--- config.mk ---
export PLATFORM = sky130hd
export DESIGN_NAME = shift_unit
export DESIGN_NICKNAME = d
export VERILOG_FILES = /design/src/rtl/shift_unit_pkg.sv /design/src/rtl/shift_step.sv /design/src/rtl/shift_unit.sv
export SDC_FILE = /design/constraint.sdc
export NUM_CORES = 1
export LEC_CHECK = 0
export CORE_MARGIN = 3
export CORE_UTILIZATION = 35
export DETAILED_ROUTE_END_ITERATION = 10
export PLACE_DENSITY_LB_ADDON = 0.2
export RECOVER_POWER = 100
export SLEW_MARGIN = 20
export SYNTH_ARGS = -nofsm -noshare
export SYNTH_HDL_FRONTEND = slang
export SYNTH_SLANG_ARGS = --single-unit
--- constraint.sdc ---
create_clock -name clk -period 3.5 [get_ports clk]
set_input_delay 0.525 -clock clk [delete_from_list [all_inputs] [get_ports clk]]
set_output_delay 0.525 -clock clk [all_outputs]
set_load 0.005 [all_outputs]
--- src/rtl/shift_unit_pkg.sv ---
`default_nettype none
// +--------------------------------------------------------------------+
// | Module   : shift_unit_pkg                                          |
// | Purpose  : Shared operation and state encodings for shift_unit.    |
// | Revision : 1.0  initial release                                    |
// +--------------------------------------------------------------------+
package shift_unit_pkg;

  // Operation encodings as presented on the op port
  localparam logic [1:0] OP_SLL = 2'b00;
  localparam logic [1:0] OP_SRL = 2'b01;
  localparam logic [1:0] OP_SRA = 2'b10;
  localparam logic [1:0] OP_ROR = 2'b11;

  // Control FSM states
  typedef enum logic [1:0] {
    ST_IDLE  = 2'd0,
    ST_SHIFT = 2'd1,
    ST_DONE  = 2'd2
  } state_t;

endpackage : shift_unit_pkg
`default_nettype wire

--- src/rtl/shift_step.sv ---
`default_nettype none
// +--------------------------------------------------------------------+
// | Module   : shift_step                                              |
// | Purpose  : Combinational single-position shift/rotate step.        |
// | Config   : SHIFT_UNIT_ROTATE_EN enables rotate-right on OP_ROR;    |
// |            without it OP_ROR zero-fills exactly like OP_SRL.       |
// | Revision : 1.0  initial release                                    |
// +--------------------------------------------------------------------+
module shift_step
  import shift_unit_pkg::*;
#(
  parameter int WIDTH = 32
) (
  input  logic [1:0]       op,
  input  logic [WIDTH-1:0] value,
  output logic [WIDTH-1:0] next_value
);

  // One-bit step selected by the latched operation
  always_comb begin
    next_value = {1'b0, value[WIDTH-1:1]};
    case (op)
      OP_SLL: next_value = {value[WIDTH-2:0], 1'b0};
      OP_SRL: next_value = {1'b0, value[WIDTH-1:1]};
      OP_SRA: next_value = {value[WIDTH-1], value[WIDTH-1:1]};
`ifdef SHIFT_UNIT_ROTATE_EN
      OP_ROR: next_value = {value[0], value[WIDTH-1:1]};
`else
      OP_ROR: next_value = {1'b0, value[WIDTH-1:1]};
`endif
      default: next_value = {1'b0, value[WIDTH-1:1]};
    endcase
  end

endmodule : shift_step
`default_nettype wire

--- src/rtl/shift_unit.sv ---
`default_nettype none
// +--------------------------------------------------------------------+
// | Module   : shift_unit                                              |
// | Purpose  : Multi-cycle shifter, one bit position per clock, with   |
// |            start/busy/done handshake and synchronous flush.        |
// | Config   : SHIFT_UNIT_ROTATE_EN (see shift_step) adds rotate-right |
// | Revision : 1.0  initial release                                    |
// +--------------------------------------------------------------------+
module shift_unit
  import shift_unit_pkg::*;
#(
  parameter int WIDTH   = 32,
  parameter int SHAMT_W = $clog2(WIDTH)
) (
  input  logic               clk,
  input  logic               reset,
  input  logic               start,
  input  logic               flush,
  input  logic [1:0]         op,
  input  logic [WIDTH-1:0]   data_in,
  input  logic [SHAMT_W-1:0] shamt,
  output logic [WIDTH-1:0]   result,
  output logic               busy,
  output logic               done
);

  state_t               r_state;
  state_t               w_state_next;
  logic [WIDTH-1:0]     r_result;
  logic [SHAMT_W-1:0]   r_count;
  logic [1:0]           r_op;
  logic [WIDTH-1:0]     w_step_value;
  logic                 w_load;
  logic                 w_step;

  shift_step #(
    .WIDTH (WIDTH)
  ) u_step (
    .op         (r_op),
    .value      (r_result),
    .next_value (w_step_value)
  );

  // State register; reset drops any operation in flight without a done pulse
  always_ff @(posedge clk or negedge reset) begin
    if (!reset) begin
      r_state <= ST_IDLE;
    end else begin
      r_state <= w_state_next;
    end
  end

  // Next state plus load/step strobes; flush outranks start everywhere
  always_comb begin
    w_state_next = r_state;
    w_load       = 1'b0;
    w_step       = 1'b0;
    case (r_state)
      ST_IDLE, ST_DONE: begin
        if (flush) begin
          w_state_next = ST_IDLE;
        end else if (start) begin
          w_state_next = ST_SHIFT;
          w_load       = 1'b1;
        end else begin
          w_state_next = ST_IDLE;
        end
      end
      ST_SHIFT: begin
        if (flush) begin
          w_state_next = ST_IDLE;
        end else if (r_count == '0) begin
          w_state_next = ST_DONE;
        end else begin
          w_step = 1'b1;
        end
      end
      default: w_state_next = ST_IDLE;
    endcase
  end

  // Operand, remaining count and operation; result holds when neither strobe fires
  always_ff @(posedge clk or negedge reset) begin
    if (!reset) begin
      r_result <= '0;
      r_count  <= '0;
      r_op     <= OP_SLL;
    end else if (w_load) begin
      r_result <= data_in;
      r_count  <= shamt;
      r_op     <= op;
    end else if (w_step) begin
      r_result <= w_step_value;
      r_count  <= r_count - SHAMT_W'(1);
    end
  end

  // Outputs decode straight from flops, so no input-to-output path exists
  assign result = r_result;
  assign busy   = (r_state == ST_SHIFT);
  assign done   = (r_state == ST_DONE);

endmodule : shift_unit
`default_nettype wire

# Word-level counts from Yosys, hierarchy flattened
# Cells that the tools add are included.
# totals
regBits,41
out_inout_bits,34
# op_classes
add_sub_neg,1
n_eq_ne,7
n_mux,16
n_reduce_logical,7
# op_table
cell,n
$pmux 32 s3,1
$mux 32,2
$mux 5,2
$mux 1,8
$eq 2x2->1 const B,3
$logic_not 5->1,1
$sub 5x1->5 const B,1
$eq 2x1->1 const B,2
$logic_not 2->1,2
$mux 2,2
$pmux 2 s2,1
$reduce_or 2->1,2
$ne 3x2->1 const B,1
$ne 2x2->1 const B,1
$reduce_and 2->1,1
$reduce_bool 2->1,1

# Logic depth before layout (Yosys ltp)
# Gate-level depths: netlist (run 1).
# logic_depth
depth_word,6
mapped_depth,7
depth_no_buf,5

# Cells and area by module
# A second synthesis (run 1) with hierarchy kept.
# unflattened
hier_cells,267
area_unflattened_um2,2692.6
# modules_own_cells
mod,instances,cells_per_inst,area_per_inst_um2
shift_unit,1,230,2180.8
shift_step,1,37,511.7

# Worst setup path after synthesis (run 1)
# No wires, ideal clock.
# synth_path
path_kind,input port to flip-flop
from,input port flush
to,register r_count[1]
setup_ns,0.126
arrival_ns,1.521
t_required_ns,3.374
path_slack_ns,1.853
cell_stages,4
n_path_buf,1
path_cell_list,or3b_1 > or2_1 > buf_6 > a221o_1
# synth_via
elab_chain_cells,3
elab_cells_between_ends,6
# synth_rtl
element,line_no,text
from (decl),shift_unit.sv:18,"input logic flush,"
$mux 1 (on tied branches),"shift_unit.sv:60, shift_unit.sv:70",
$mux 1,shift_unit.sv:58,case (r_state)
$mux 5 or $reduce_bool 2->1 (tied branches),-,
to (signal assigned),shift_unit.sv:90,r_count <= shamt;
to (signal assigned),shift_unit.sv:94,r_count <= r_count - SHAMT_W'(1);
to (decl),shift_unit.sv:30,logic [SHAMT_W-1:0] r_count;
# Parallel ways exist; a longest one is shown, timed or not.
# A chain may end at the register's enable or synchronous reset.

# Final worst setup path (run 1)
# layout_path
from,input port flush
to,"register r_result[31], in the netlist result[31]"
# layout_via
elab_chain_cells,4
elab_cells_between_ends,8
# layout_rtl
element,line_no,text
$mux 1 (on tied branches),"shift_unit.sv:60, shift_unit.sv:70",
$mux 1,shift_unit.sv:58,
$ne 2x2->1 (no source line) or $reduce_bool 2->1 (tied branches),-,
$reduce_and 2->1 (no source line),-,
to (signal assigned),shift_unit.sv:89,r_result <= data_in;
to (signal assigned),shift_unit.sv:93,r_result <= w_step_value;
to (decl),shift_unit.sv:29,logic [WIDTH-1:0] r_result;
# Parallel ways exist; a longest one is shown, timed or not.

==> results list, run 1 <==
- The routed design has 6272 um of wire.
* Final cycle utilization of the critical path: 69.03%
- In the layout the commonest cells are o211ai_1, nand2_1, dfrtp_1, clkdlybuf4s50_1, dlygate4sd3_1.
* Detailed Routing Iterations Pass 1: 4
* Critical setup path kind: in -> reg
- The root buffer cell chosen for the clock tree is clkbuf_8.
* All-Layer GR Usage: 16.97%
* I/O pin total: 77
- Timing startpoint of the critical path: flush
* Unrepaired setup endpoints after global routing: false
* Utilization of the core after routing: 50.47%
* Path category of the worst min-delay check: reg -> reg
* Number of standard cells after synthesis: 233
- The worst register-to-register path has a depth of 6.
- Number of enable-type register cells in the synthesized netlist: 0
- The clock arrives with 0.003188 ns of skew.
- Routability Congestion: 0.7455
- Most instantiated flip-flop cell in the synthesis netlist: dfrtp_1
- Max stage delay cell, worst path: or3b_1
- Measured against its own limit, the worst slew margin works out to -47.69%.
- Max-cap viol count: 1
- Clock tree from TritonCTS: done
- Flip-flop and latch count after synthesis: 41
- Row generation in the floorplan step produced 29 rows.
- Layout area overhead: 38.49%
- The worst hold path terminates at r_op[1]$_DFFE_PN0P_.
- The checks that failed: max-capacitance violations, max-slew violations.
- After filler insertion, the fill cell instance count of the layout stands at 599.
- Worst r2r src: r_count[0]$_DFFE_PN0P_
- Sort of element at the end of the critical path: flop
- Pwr per Cell Area: 680.4 nW/um^2
- Counting I/O delays and the setup requirement, the final critical path takes 2.416 ns.
* Final setup viols: 0
* Count of warnings emitted by yosys: 0
- A synthesized cell averages 9.988 sq um.
- Leakage power: 1.318 nW
- Worst-Skew Late Latency: 0.29 ns
- The first routing iteration left 111 violations.
- Setup slack of the worst register-to-register path: 1.29 ns
* Critical path cell sequence: dlygate4sd3_1 -> or3b_1 -> o311ai_0 -> o211ai_1
- After detailed routing, the average wire length per cell comes to 16.64 um.
* Req. time, crit path: 3.70 ns
* Family of cells with the greatest summed delay on the critical path: simple AND/OR/NAND/NOR gates
- CTS resizes: 0
- The clock net in this run drives a total of 41 sinks.
* Netlist cell types: 29
* Run status: complete, but fails checks
- At the pin with the least slew margin, the transition time is 2.215 ns.
- Proportion of register bits with asynchronous set or reset after synthesis: 100.0%
* Number of buffers created by CTS: 5
- Across the VDD grid, the largest voltage drop is 0.2819 mV.
- The post-route netlist has 6.333% of its cells at a drive strength greater than 1.
* Clock transition at the registers of the reported paths: 0.08 ns
* Total congestion overflow: 0
- Entering global routing, the biggest net connects 42 pins.
* Sum of buffers and inverters on the critical path: 1
* Most common cell after layout, fill and taps aside: o211ai_1
- The die covers 7663 sq um.
- After synthesis, the cell types taking the most area are dfrtp_1, o211ai_1, mux2i_1, nand2_1, buf_2.
* Maximum frequency from static timing analysis: 413.9 MHz
- Sequential cells were found to cover 44.09% of the synthesized design area.
* DRC violations left: 0
- Synthesis produced a netlist with a net count of 277.
* Wire length of the first global-routing pass: 10,430 um
- Hold path startpoint: r_op[1]$_DFFE_PN0P_
- Hold buffers post-CTS: 0
- Clock Tree Buf Depth: 2
- Across all layers, the routed design uses 2,058 vias.
* Initial Utilization: 36.44%
- In this run the remaining antenna-violating nets after routing total 0.
* # nets final: 343
* Top cell type by total area after synthesis: dfrtp_1
* Vertical extent of the die: 87.54 um
- Via count of the first global-routing pass: 2,110
- Category of the worst setup path launch point: primary input
- Syn Std Cell Area: 2327 sq um
- 0 antenna diodes ended up in the layout.
* Maximum level of the CTS H-tree: 2
- On the worst path, the slowest cell contributes a delay of 0.99 ns.
- Final count of pins violating max slew: 42
- The final-report hold violation count was 0.
- Area fraction of the dominant cell type after synthesis: 44.09%
- Antenna violations before repair: 0
* Crit path arrival time: 2.62 ns
* CP Max Fanout: 39
* Vias per std cell: 5.459
- From left edge to right edge, the die measures 87.54 um.
* Final sum of negative setup slack: 0 ns
- Post-DP HPWL: 4105 um
* Core Box Area: 6386 sq um
* Endpoint of the worst-slack reg-to-reg timing path: result[7]$_DFFE_PN0P_
- Total setup buffers inserted after CTS: 0
- Port Buffer Count: 76
* Cell depth of the worst min-delay path: 2
-- synth_stat cells, types with 2 or more instances --
cell,n
o211ai_1,62
mux2i_1,30
a21oi_1,2
nand2_1,44
o311ai_0,2
buf_6,4
inv_1,3
o211ai_2,2
nor2b_1,2
nor2_1,4
dfrtp_1,41
or3_1,3
nand3_1,3
clkbuf_1,5
buf_2,12
-- logic make-up after synthesis --
| kind of cell | count (synthesis) | synth area share (%) |
|---|---|---|
| adders and majority gates | 1 | 0.5375 |
| buffers and inverters | 26 | 6.290 |
| and+or+nand+nor | 66 | 13.49 |
| AOI/OAI and AO/OA | 69 | 22.69 |
| muxes | 30 | 12.90 |
| DFF | 41 | 44.09 |
-- tightest hold or removal path: stages, from the launching register on --
cell and delay (ns):
dfrtp_1 0.42, nand2_1 0.06, nand2_1 0.06
-- through the flow --
| stage | total power [W] | cell area [sq um] | hold WS (ns) | setup WS, ns | cells |
|---|---|---|---|---|---|
| after floorplan | 0.001395 | 2327 | 0.2294 | 1.853 | 233 |
| after global placement | 0.001920 | 3103 | 0.5447 | 1.128 | 368 |
| after detailed placement | 0.001928 | 3103 | 0.5519 | 1.107 | 368 |
| after CTS | 0.002277 | 3204 | 0.4053 | 1.398 | 376 |
| after global routing | 0.002373 | 3223 | 0.5891 | 0.8470 | 377 |
| final | 0.002193 | 3223 | 0.5704 | 1.084 | 377 |
-- state kept, by name (all words and copies together) (netlist names) --
name	flops
result	32
r_count	5
r_op	2
r_state	2
-- worst max path at each step --
stage / to / slack (ns) / cells after the start
6_report: result[31]$_DFFE_PN0P_ / 1.08 / 4
5_1_grt: result[31]$_DFFE_PN0P_ / 0.85 / 4
4_1_cts: result[7]$_DFFE_PN0P_ / 1.40 / 5
3_5_place_dp: result[7]$_DFFE_PN0P_ / 1.11 / 5
3_3_place_gp: result[8]$_DFFE_PN0P_ / 1.13 / 5
2_1_floorplan: r_count[1]$_DFFE_PN0P_ / 1.85 / 4
-- routing by layer --
metal  vias up  part of all wire, %  global-route usage [%]
li1        999                    -                       -
met1       997                   48                   23.14
met2        60                   45                   27.26
met3         2                  6.2                   4.610
met4         0                 0.37                   3.347
met5         -                    0                       0
-- cell type report --
cell class / count / area, sq um / area share [%]
repair buffers: 82 / 812.0 / 25.19
multi-input cells: 166 / 1176 / 36.49
clock buffers: 7 / 96.34 / 2.989
well taps: 77 / 96.34 / 2.989
inverters: 3 / 11.26 / 0.3494
flip-flops and latches: 41 / 1026 / 31.83
clock inverters: 1 / 5.005 / 0.1553
-- where the power goes --
group          switching, W  internal (W)  total (W)  leakage [nW]
Clock              0.000160      0.000178   0.000339        0.0542
Combinational      0.000401      0.000562   0.000963         0.753
Sequential         0.000223      0.000668   0.000891         0.511
No activity file was read; power rests on OpenSTA's default activity.
==> inputs of run 2 (changes only) <==
clock period = 2.15 ns   (was 3.5 ns; I/O delays follow)
==> results list, run 2 (synthesis gave the netlist of run 1 again) <==
- The CTS tree is done (unchanged).
- The area of the core region is 6386 sq um (unchanged).
- Commonest non-fill, non-tap cells in the layout: o211ai_1, nand2_1, clkdlybuf4s50_1, dfrtp_1, dlygate4sd3_1 (was o211ai_1, nand2_1, dfrtp_1, clkdlybuf4s50_1, dlygate4sd3_1)
- Maximum frequency from static timing analysis: 530.5 MHz
* Total setup buffers inserted after CTS: 0 (unchanged)
- The total number of vias was 2,130 (was 2,058).
- The DRC violations left came to 0 (unchanged).
* Pwr per Cell Area: 1124 nW/um^2 (was 680.4 nW/um^2)
- The portion of total power attributed to the clock network came to 17.7% (was 15.4%).
- Internal power: 0.002392 W (was 0.001408 W)
- The final RePlAce weighted congestion was 0.8251 (was 0.7455).
* Maximum level of the CTS H-tree: 2 (unchanged)
* Wire length of the first global-routing pass: 10,850 um (was 10,430 um)
- FILL cells: 633 (was 599)
- Maximum clock skew at final layout: 0.006536 ns (was 0.003188 ns)
- Slew at the pin closest to its max-slew limit: 1.168 ns (was 2.215 ns)
* Row Count: 29 (unchanged)
- The post-detailed-routing wire length is 6462 um (was 6272 um).
- The net load switching power came to 0.001304 W (was 0.0007849 W).
- Clock tree sinks: 41 (unchanged)
- Die area: 7663 sq um (unchanged)
- Endpoint of the worst-slack reg-to-reg timing path: result[23]$_DFFE_PN0P_ (was result[7]$_DFFE_PN0P_)
* Req. time, crit path: 2.32 ns (was 3.70 ns)
- The total half-perimeter wirelength after legalization and detailed placement came to 4436 um (was 4105 um).
* Portion of total power attributed to sequential cells: 39.3% (was 40.6%)
* Number of routed nets with antenna violations: 0 (unchanged)
* Clock Tree Buf Depth: 2 (unchanged)
* Path category of the worst min-delay check: in -> async (was reg -> reg)
- Proportion of power drawn by combinational gates: 43.0% (was 43.9%)
- Detailed Routing Iterations Pass 1: 4 (unchanged)
- Vertical extent of the die: 87.54 um (unchanged)
* Final count of pins violating max slew: 0 (was 42)
- Critical setup path kind: reg -> reg (was in -> reg)
- Area occupied by multi-input gates: 1176 sq um (unchanged)
* Die Wd: 87.54 um (unchanged)
* Leakage power: 1.348 nW (was 1.318 nW)
- The type of origin of the critical path is a flop (was primary input).
* Non-filler cells, final: 385 (was 377)
* Total congestion overflow: 0 (unchanged)
- Worst r2r src: r_count[0]$_DFFE_PN0P_ (unchanged)
- Final hold viol count: 0 (unchanged)
- Shortest period the worst path allows: 1.885 ns
* Worst slew margin relative to its limit: 22.14% (was -47.69%)
- Antenna violations before repair: 0 (unchanged)
* VDD IR-drop max: 0.5404 mV (was 0.2819 mV)
* Final sum of negative setup slack: 0 ns (unchanged)
* Antenna diode instance count: 0 (unchanged)
- The largest fanout on the critical path came to 21 (was 39).
- Run status: completed (was complete, but fails checks).
* Starting DRT DRC Count: 94 (was 111)
- The flip-flop count of the largest register after layout came to 32 (unchanged).
- The total area of sequential cells is 1026 sq um (unchanged).
* Sort of element at the end of the critical path: flop (unchanged)
- Max-cap viol count: 0 (was 1)
* Crit path arrival time: 2.06 ns (was 2.62 ns)
- Number of buffers created by CTS: 5 (unchanged)
- The number of global-route vias before repair came to 2,146 (was 2,110).
* Placed cell count: 376 (was 368)
* Largest net degree at the start of global routing: 40 (was 42)
- Worst Setup Slack, final: 0.2649 ns (was 1.084 ns)
* Clock Root Buffer: clkbuf_8 (unchanged)
- Pre-CTS setup slack: 0.1259 ns (was 1.107 ns)
- The slack of the worst reg-to-reg path came to 0.26 ns (was 1.29 ns).
- The ratio of cells with drive above 1 in the final layout came to 7.468% (was 6.333%).
* Layout area overhead: 41.24% (was 38.49%)
- The most common cell after layout, fill and taps aside was o211ai_1 (unchanged).
- The insertion delay to the later sink of the worst-skew pair is 0.30 ns (was 0.29 ns).
- The setup violation total in the final timing report is 0 (unchanged).
* Wire per inst: 16.78 um (was 16.64 um)
- Port Buffer Count: 76 (unchanged)
- The switching part of the total power was 35.28% (was 35.79%).
- Vias per std cell: 5.532 (was 5.459)
* Unrepaired setup endpoints after global routing: false (unchanged)
* # nets final: 351 (was 343)
* I/O pin total: 77 (unchanged)
- The clock edge transition at the registers on the reported setup and hold paths was 0.08 ns (about the same).
- The overall track demand over capacity in global routing came to 17.94% (was 16.97%).
- Initial Utilization: 36.44% (unchanged)
- Length in cells of the worst reg-to-reg path: 6 (unchanged)
- In the finished design, the share of the clock period the worst path needs comes to 87.68%.
-- run 2: power groups by stage --
stage	combinational [W]	clock [W]	sequential (W)
5_1_grt	0.00176	0.000703	0.00151
2_1_floorplan	0.000886	0	0.00139
4_1_cts	0.00173	0.000668	0.00147
3_3_place_gp	0.00168	0	0.00148
6_report	0.00159	0.000655	0.00145
3_5_place_dp	0.00171	0	0.00148
-- run 2: what timing repair did --
item / in CTS / in global routing
endpoints found under the hold margin: 1 / 0
gates resized for setup: 0 / 0
hold buffers: 1 / 0
-- run 2: cell type report --
| class | instances | area share (%) |
|---|---|---|
| clock buffers | 7 | 2.627 |
| clock inverters | 1 | 0.9136 |
| inverters | 3 | 0.3426 |
| multi-input cells | 166 | 35.78 |
| flip-flops and latches | 41 | 31.21 |
| well taps | 77 | 2.931 |
| repair buffers | 90 | 26.19 |
-- run 2: how the worst max path moves through the flow --
stage / from / end / slack, ns / cells past startpoint
2_1_floorplan: r_count[0]$_DFFE_PN0P_ / result[13]$_DFFE_PN0P_ / 0.56 / 7
3_3_place_gp: flush / result[0]$_DFFE_PN0P_ / 0.14 / 5
3_5_place_dp: flush / result[0]$_DFFE_PN0P_ / 0.13 / 5
4_1_cts: r_count[0]$_DFFE_PN0P_ / result[20]$_DFFE_PN0P_ / 0.32 / 6
5_1_grt: r_count[0]$_DFFE_PN0P_ / result[24]$_DFFE_PN0P_ / 0.13 / 6
6_report: r_count[0]$_DFFE_PN0P_ / result[23]$_DFFE_PN0P_ / 0.26 / 6
-- run 2: critical path, cell delays in order (launching register included) --
cell	delay (ns)
dfrtp_1	0.42
inv_1	0.07
ha_1	0.17
nor4b_4	0.38
or2_0	0.27
buf_4	0.31
o211ai_1	0.14
-- run 2: routing by layer --
| layer | global-route usage (%) | wire length, um | up-vias | part of all wire [%] |
|---|---|---|---|---|
| met5 | 0 | 0 | - | 0 |
| met4 | 4.603 | 71 | 0 | 1.1 |
| met1 | 24.41 | 2995 | 1033 | 46 |
| li1 | - | - | 1016 | - |
| met3 | 4.327 | 399 | 6 | 6.2 |
| met2 | 28.77 | 2995 | 75 | 46 |
-- run 2: per-stage QoR --
step	hold slack [ns]	utilization (%)	total power [W]	cell area (sq um)
after floorplan	0.02691	-	0.002272	2327
after global placement	0.1153	49.92	0.003153	3188
after detailed placement	0.1198	49.92	0.003190	3188
after CTS	0.3418	51.90	0.003859	3314
after global routing	0.3660	51.47	0.003972	3287
final	0.3512	51.47	0.003696	3287
